--- config.mk ---
export PLATFORM = sky130hd
export DESIGN_NAME = uart_rx
export DESIGN_NICKNAME = d
export VERILOG_FILES = /design/src/rtl/uart_pkg.sv /design/src/rtl/sync_2ff.sv /design/src/rtl/uart_rx.sv
export SDC_FILE = /design/constraint.sdc
export NUM_CORES = 1
export LEC_CHECK = 0
export ABC_AREA = 1
export CAP_MARGIN = 20
export CORE_AREA = 2 2 91 71
export CTS_CLUSTER_DIAMETER = 200
export CTS_CLUSTER_SIZE = 20
export DETAILED_ROUTE_END_ITERATION = 6
export DIE_AREA = 0 0 93 73
export PLACE_DENSITY_LB_ADDON = 0.05
export SYNTH_ARGS = -nofsm -noshare
export SYNTH_HDL_FRONTEND = slang
export SYNTH_SLANG_ARGS = --single-unit
--- constraint.sdc ---
create_clock -name clk -period 1.42 [get_ports clk]
set_clock_uncertainty 0.1 [all_clocks]
set_input_delay 0.142 -clock clk [delete_from_list [all_inputs] [get_ports clk]]
set_output_delay 0.142 -clock clk [all_outputs]
set_load 0.01 [all_outputs]
--- src/rtl/uart_pkg.sv ---
// Shared UART definitions: receiver state encoding and default frame parameters.
// The PARITY state exists only when UART_RX_PARITY_EN is defined.
package uart_pkg;

   localparam int unsigned DEFAULT_OVS_FACTOR = 16;
   localparam int unsigned DEFAULT_DATA_BITS  = 8;

   typedef enum logic [2:0] {
      IDLE,
      START,
      DATA,
      STOP,
      BREAK
`ifdef UART_RX_PARITY_EN
      ,
      PARITY
`endif
   } rx_state_e;

endpackage

--- src/rtl/sync_2ff.sv ---
// Two-flop synchroniser for a single asynchronous input, with a selectable reset value.
module sync_2ff #(
   parameter logic RESET_VAL = 1'b1
) (
   input  logic clk,
   input  logic reset_n,
   input  logic d,
   output logic q
);

   logic meta_q;
   logic sync_q;

   always_ff @(posedge clk or negedge reset_n) begin
      if (!reset_n) begin
         meta_q <= RESET_VAL;
         sync_q <= RESET_VAL;
      end else begin
         meta_q <= d;
         sync_q <= meta_q;
      end
   end

   assign q = sync_q;

endmodule

--- src/rtl/uart_rx.sv ---
// UART receiver (8N1 by default) with a valid/ready holding register and status pulses.
// Defining UART_RX_PARITY_EN adds a parity bit, the PARITY_ODD parameter and parity_err.
module uart_rx
   import uart_pkg::*;
#(
`ifdef UART_RX_PARITY_EN
   parameter bit          PARITY_ODD = 1'b0,
`endif
   parameter int unsigned DATA_BITS  = DEFAULT_DATA_BITS,
   parameter int unsigned OVS_FACTOR = DEFAULT_OVS_FACTOR
) (
   input  logic                 clk,
   input  logic                 reset_n,
   input  logic                 tick_16x,
   input  logic                 rx,
   output logic [DATA_BITS-1:0] rx_data,
   output logic                 rx_valid,
   input  logic                 rx_ready,
   output logic                 frame_err,
   output logic                 overrun,
`ifdef UART_RX_PARITY_EN
   output logic                 parity_err,
`endif
   output logic                 busy
);

   localparam int unsigned      OVS_W    = $clog2(OVS_FACTOR);
   localparam int unsigned      BIT_W    = $clog2(DATA_BITS + 1);
   localparam logic [OVS_W-1:0] OVS_MID  = OVS_W'(OVS_FACTOR / 2 - 1);
   localparam logic [OVS_W-1:0] OVS_LAST = OVS_W'(OVS_FACTOR - 1);
   localparam logic [BIT_W-1:0] BIT_LAST = BIT_W'(DATA_BITS - 1);

   rx_state_e              state_q, state_d;
   logic [OVS_W-1:0]       ovs_cnt_q, ovs_cnt_d;
   logic [BIT_W-1:0]       bit_cnt_q, bit_cnt_d;
   logic [DATA_BITS-1:0]   shift_q, shift_d;
   logic [DATA_BITS-1:0]   rx_data_q, rx_data_d;
   logic                   rx_valid_q, rx_valid_d;
   logic                   frame_err_q, frame_err_d;
   logic                   overrun_q, overrun_d;
   logic                   rx_s;
`ifdef UART_RX_PARITY_EN
   logic                   parity_bit_q, parity_bit_d;
   logic                   parity_err_q, parity_err_d;
   logic                   parity_fail;

   // Data plus parity bit must XOR to PARITY_ODD.
   assign parity_fail = (^{shift_q, parity_bit_q}) ^ PARITY_ODD;
`endif

   sync_2ff #(
      .RESET_VAL (1'b1)
   ) u_sync (
      .clk     (clk),
      .reset_n (reset_n),
      .d       (rx),
      .q       (rx_s)
   );

   always_comb begin
      state_d     = state_q;
      ovs_cnt_d   = ovs_cnt_q;
      bit_cnt_d   = bit_cnt_q;
      shift_d     = shift_q;
      rx_data_d   = rx_data_q;
      rx_valid_d  = rx_valid_q;
      frame_err_d = 1'b0;
      overrun_d   = 1'b0;
`ifdef UART_RX_PARITY_EN
      parity_bit_d = parity_bit_q;
      parity_err_d = 1'b0;
`endif
      if (rx_valid_q && rx_ready) begin
         rx_valid_d = 1'b0;
      end
      if (tick_16x) begin
         unique case (state_q)
            IDLE: begin
               if (!rx_s) begin
                  state_d   = START;
                  ovs_cnt_d = '0;
               end
            end
            START: begin
               if (ovs_cnt_q == OVS_MID) begin
                  ovs_cnt_d = '0;
                  bit_cnt_d = '0;
                  state_d   = rx_s ? IDLE : DATA;
               end else begin
                  ovs_cnt_d = ovs_cnt_q + OVS_W'(1);
               end
            end
            DATA: begin
               if (ovs_cnt_q == OVS_LAST) begin
                  ovs_cnt_d = '0;
                  bit_cnt_d = bit_cnt_q + BIT_W'(1);
                  shift_d   = {rx_s, shift_q[DATA_BITS-1:1]};
                  if (bit_cnt_q == BIT_LAST) begin
`ifdef UART_RX_PARITY_EN
                     state_d = PARITY;
`else
                     state_d = STOP;
`endif
                  end
               end else begin
                  ovs_cnt_d = ovs_cnt_q + OVS_W'(1);
               end
            end
`ifdef UART_RX_PARITY_EN
            PARITY: begin
               if (ovs_cnt_q == OVS_LAST) begin
                  ovs_cnt_d    = '0;
                  parity_bit_d = rx_s;
                  state_d      = STOP;
               end else begin
                  ovs_cnt_d = ovs_cnt_q + OVS_W'(1);
               end
            end
`endif
            STOP: begin
               if (ovs_cnt_q == OVS_LAST) begin
                  ovs_cnt_d = '0;
                  if (!rx_s) begin
                     frame_err_d = 1'b1;
                     state_d     = BREAK;
`ifdef UART_RX_PARITY_EN
                  end else if (parity_fail) begin
                     parity_err_d = 1'b1;
                     state_d      = IDLE;
`endif
                  end else begin
                     state_d = IDLE;
                     // A consume on this same cycle frees the register for the new byte.
                     if (!rx_valid_q || rx_ready) begin
                        rx_data_d  = shift_q;
                        rx_valid_d = 1'b1;
                     end else begin
                        overrun_d = 1'b1;
                     end
                  end
               end else begin
                  ovs_cnt_d = ovs_cnt_q + OVS_W'(1);
               end
            end
            BREAK: begin
               if (rx_s) begin
                  state_d = IDLE;
               end
            end
            default: state_d = IDLE;
         endcase
      end
   end

   always_ff @(posedge clk or negedge reset_n) begin
      if (!reset_n) begin
         state_q     <= IDLE;
         ovs_cnt_q   <= '0;
         bit_cnt_q   <= '0;
         shift_q     <= '0;
         rx_data_q   <= '0;
         rx_valid_q  <= 1'b0;
         frame_err_q <= 1'b0;
         overrun_q   <= 1'b0;
`ifdef UART_RX_PARITY_EN
         parity_bit_q <= 1'b0;
         parity_err_q <= 1'b0;
`endif
      end else begin
         state_q     <= state_d;
         ovs_cnt_q   <= ovs_cnt_d;
         bit_cnt_q   <= bit_cnt_d;
         shift_q     <= shift_d;
         rx_data_q   <= rx_data_d;
         rx_valid_q  <= rx_valid_d;
         frame_err_q <= frame_err_d;
         overrun_q   <= overrun_d;
`ifdef UART_RX_PARITY_EN
         parity_bit_q <= parity_bit_d;
         parity_err_q <= parity_err_d;
`endif
      end
   end

   assign rx_data   = rx_data_q;
   assign rx_valid  = rx_valid_q;
   assign frame_err = frame_err_q;
   assign overrun   = overrun_q;
   assign busy      = (state_q != IDLE);
`ifdef UART_RX_PARITY_EN
   assign parity_err = parity_err_q;
`endif

endmodule
==> parameters.txt <==
Parameter                              Value

Floorplanning
  I/O pin count    17
  Width of the chip    93 microns
  Initial core utilization    0.247
  Number of cell rows    25
  Full die area    6790 sq um
  Core footprint    6010 sq um
  DIE HEIGHT    73 microns

Power and ir drop
  Peak ir drop on the vdd network    567 uV
  Cell internal power dissipation    0.00209 W
  Switching portion of total power    0.340
  Cell Pwr Density    1380 nW/um^2
  Proportion of power drawn by the clock network    0.245
  Power Total    0.00316 W
  Sequential cell fraction of total power    0.344
  Comb power frac    0.411
  Switching power    0.00108 W
  Leakage    1.15 nW

Synthesis
  Syn_nets    177
  Most frequently used flop master after synthesis    dfrtp_1
  Yosys warns    0
  Leading area contributor after synthesis    dfrtp_1
  Portion of synthesized cell area occupied by the leading cell type    0.505
  Gate count after technology mapping    170
  FFs w/ async S/R, synth    1.00
  Post-Syn Area    1490 sq um
  Post-synthesis sequential element count    32
  Register area share after synthesis    0.541
  Synth unique cells    25
  Number of enable flip-flop cells after synthesis    0
  Cell with the most instances after synthesis    nand2_1
  Top cells by area, synth    dfrtp_1 51%, nand2_1 14%, o21ai_2 4.7%
  Commonest cells post-synth    54 x nand2_1, 30 x dfrtp_1, 18 x inv_1
  Post-synthesis average cell area    8.74 sq um

Worst setup path
  Critical path arrival    1.56 ns
  Reg-to-Reg End    rx_data[3]
  Worst setup EP type    flop
  Data required time of the critical path    1.49 ns
  Worst-case register-to-register setup slack    -0.06 ns
  Reg2reg start    state_q[0]
  Critical path class    reg2reg
  Number of cell instances on the worst register-to-register path    6
  Startpoint of the worst setup timing path    state_q[0]
  Kind of start point of the critical path    flop
  Largest fanout on the critical path    8

Drt
  Number of remaining DRC errors    0
  Via count    1298
  Drt wl/cell    12.1 microns
  Average via count per standard cell    4.16
  Number of nets still failing antenna checks after routing    0
  Number of iterations in the first detailed-routing pass    4
  Wirelength, routed    3780 microns
  Count of routing violations after the opening detailed-route iteration    34

GRT
  Via count of the first global-routing pass    1290
  Wire length of the first global-routing pass    6200 microns
  Number of antenna violations at the first check in global routing    0
  Congestion Overflow GR    0
  Overall global routing resource usage    0.120
  Maximum number of pins on one net before global-route repair    33

Finish
  Diode count    0
  Final Net Count    237
  Proportion of layout cells with a drive suffix above 1    0.398
  Layout area overhead    54.8%
  Count of placed standard cells in the final layout, fillers left out    312

Timing
  Final setup vio count    26
  Pins over their slew limit    0
  Achievable frequency    673 MHz
  Final hold violations    0
  Final min period    1.48 ns
  PnR worst setup slack    -0.0650 ns
  Tightest hold margin    0.124 ns
  Setup repair after global routing missed its margin    true
  Slew of the pin with the lowest slew margin    0.345 ns
  Final worst-path cycle share    1.05
  Relative slew slack    0.769

Place
  Number of placed instances, taps included    289
  Routability Congestion    0.799
  Number of port buffers    16
  DP Wirelength    2370 microns

Clocking
  Max Root-Sink Buffers    2
  Clock root buffer    clkbuf_8
  Insertion delay of the later-clocked pin in the worst-skew pair    0.28 ns
  Clock transition at the registers of the reported paths    0.07 ns
  Cts bufs inserted    5
  Number of levels in the clock H-tree    2
  TritonCTS Sinks    32
  TritonCTS clock tree    yes

Worst hold path
  Type of the most critical hold path    in2async

Run
  Total of max-cap violations    0

Status
  Outcome    finished, violations left
  Failing checks    setup timing
sequential cells by signal, summed over array words and instances, names as in the netlist:
| name | count |
|---|---|
| rx_data | 8 |
| shift_q | 8 |
| bit_cnt_q | 4 |
| ovs_cnt_q | 4 |
| state_q | 3 |
| frame_err | 1 |
| overrun | 1 |
| rx_valid | 1 |
| u_sync.meta_q | 1 |
| u_sync.q | 1 |
area by class of cell:
class | instances | area (sq um)
timing repair buffer | 53 | 463
multi-input combinational | 118 | 748
inverter | 20 | 82.6
sequential | 32 | 803
fill | 633 | 3710
clock buffer | 8 | 100
tap | 81 | 101
layer usage:
| metal | wire length (microns) | part of all wire | track usage | vias to the layer above |
|---|---|---|---|---|
| met2 | 1810 | 0.48 | 0.192 | 14 |
| met5 | 0 | 0 | 0 | - |
| met3 | 116 | 0.031 | 0.0341 | 2 |
| met4 | 23 | 0.0061 | 0.0392 | 0 |
| li1 | - | - | - | 663 |
| met1 | 1830 | 0.48 | 0.159 | 619 |
layout by cell type, fill, tap and decap left out, types with 2 or more instances in the layout:
master,synthesis,layout
buf_6,1,6
clkdlybuf4s50_1,0,6
nand2_2,1,13
inv_2,2,2
nor2_1,15,8
buf_4,1,31
inv_1,18,16
dfrtp_1,30,30
nand2_1,54,41
nand2_4,0,2
nor2_4,2,8
dfstp_2,2,2
nand3_4,1,3
nand3_1,11,9
o21ai_0,4,4
o21ai_2,8,9
nor2_2,1,2
clkbuf_8,0,7
o21ai_1,9,8
dlygate4sd2_1,0,8
cell families (layout without fill, tap and decap cells):
kind of cell             count (synthesis)  after routing  synth area share
XOR/XNOR                                 2              2            0.0118
adder cells (fa/ha/maj)                  2              2            0.0168
buffers and inverters                   22             81            0.0632
AND/OR/NAND/NOR                         88             90             0.262
flip-flops                              32             32             0.541
AO/OA/AOI/OAI                           24             24             0.105
worst max-delay path, stage by stage, from the launching register on:
cell,delay (ns)
dfrtp_1,0.44
buf_4,0.19
nand2_2,0.08
nor2_4,0.18
nand3_4,0.20
nand2_2,0.13
o21ai_2,0.05
worst max-delay path by stage:
stage,slack (ns),to,cells after the start
detailed placement,-0.15,rx_data[0],6
global route,-0.18,rx_data[6],8
CTS,-0.09,rx_data[7],6
floorplan,-0.02,rx_data[6],7
global placement,-0.15,rx_data[2],6
finish,-0.06,rx_data[3],6
power groups by stage:
stage	Combinational [W]	Clock (W)	Sequential, W
floorplan	0.000425	0	0.00109
global placement	0.000865	0	0.00110
detailed placement	0.000877	0	0.00110
CTS	0.00112	0.000813	0.00107
global route	0.00144	0.000844	0.00110
finish	0.00130	0.000774	0.00109
per-stage QoR:
stage / util / setup TNS (ns) / instance area, sq um / setup WS, ns
after floorplan: - / -0.0440 / 1510 / -0.0195
after global placement: 0.322 / -2.33 / 1930 / -0.151
after detailed placement: 0.322 / -3.01 / 1930 / -0.153
after CTS: 0.363 / -1.58 / 2180 / -0.0949
after global routing: 0.383 / -3.77 / 2300 / -0.177
final: 0.383 / -1.18 / 2300 / -0.0650
repair_timing:
action,in CTS,in global routing
resized for setup,29,28
cloned,1,1
hold buffers,0,0
buffers inserted,10,4
endpoints found under the hold margin,0,0
pin swaps,13,13
setup endpoints to repair,30,32
Note: power is estimated with default switching activity, not from simulation.
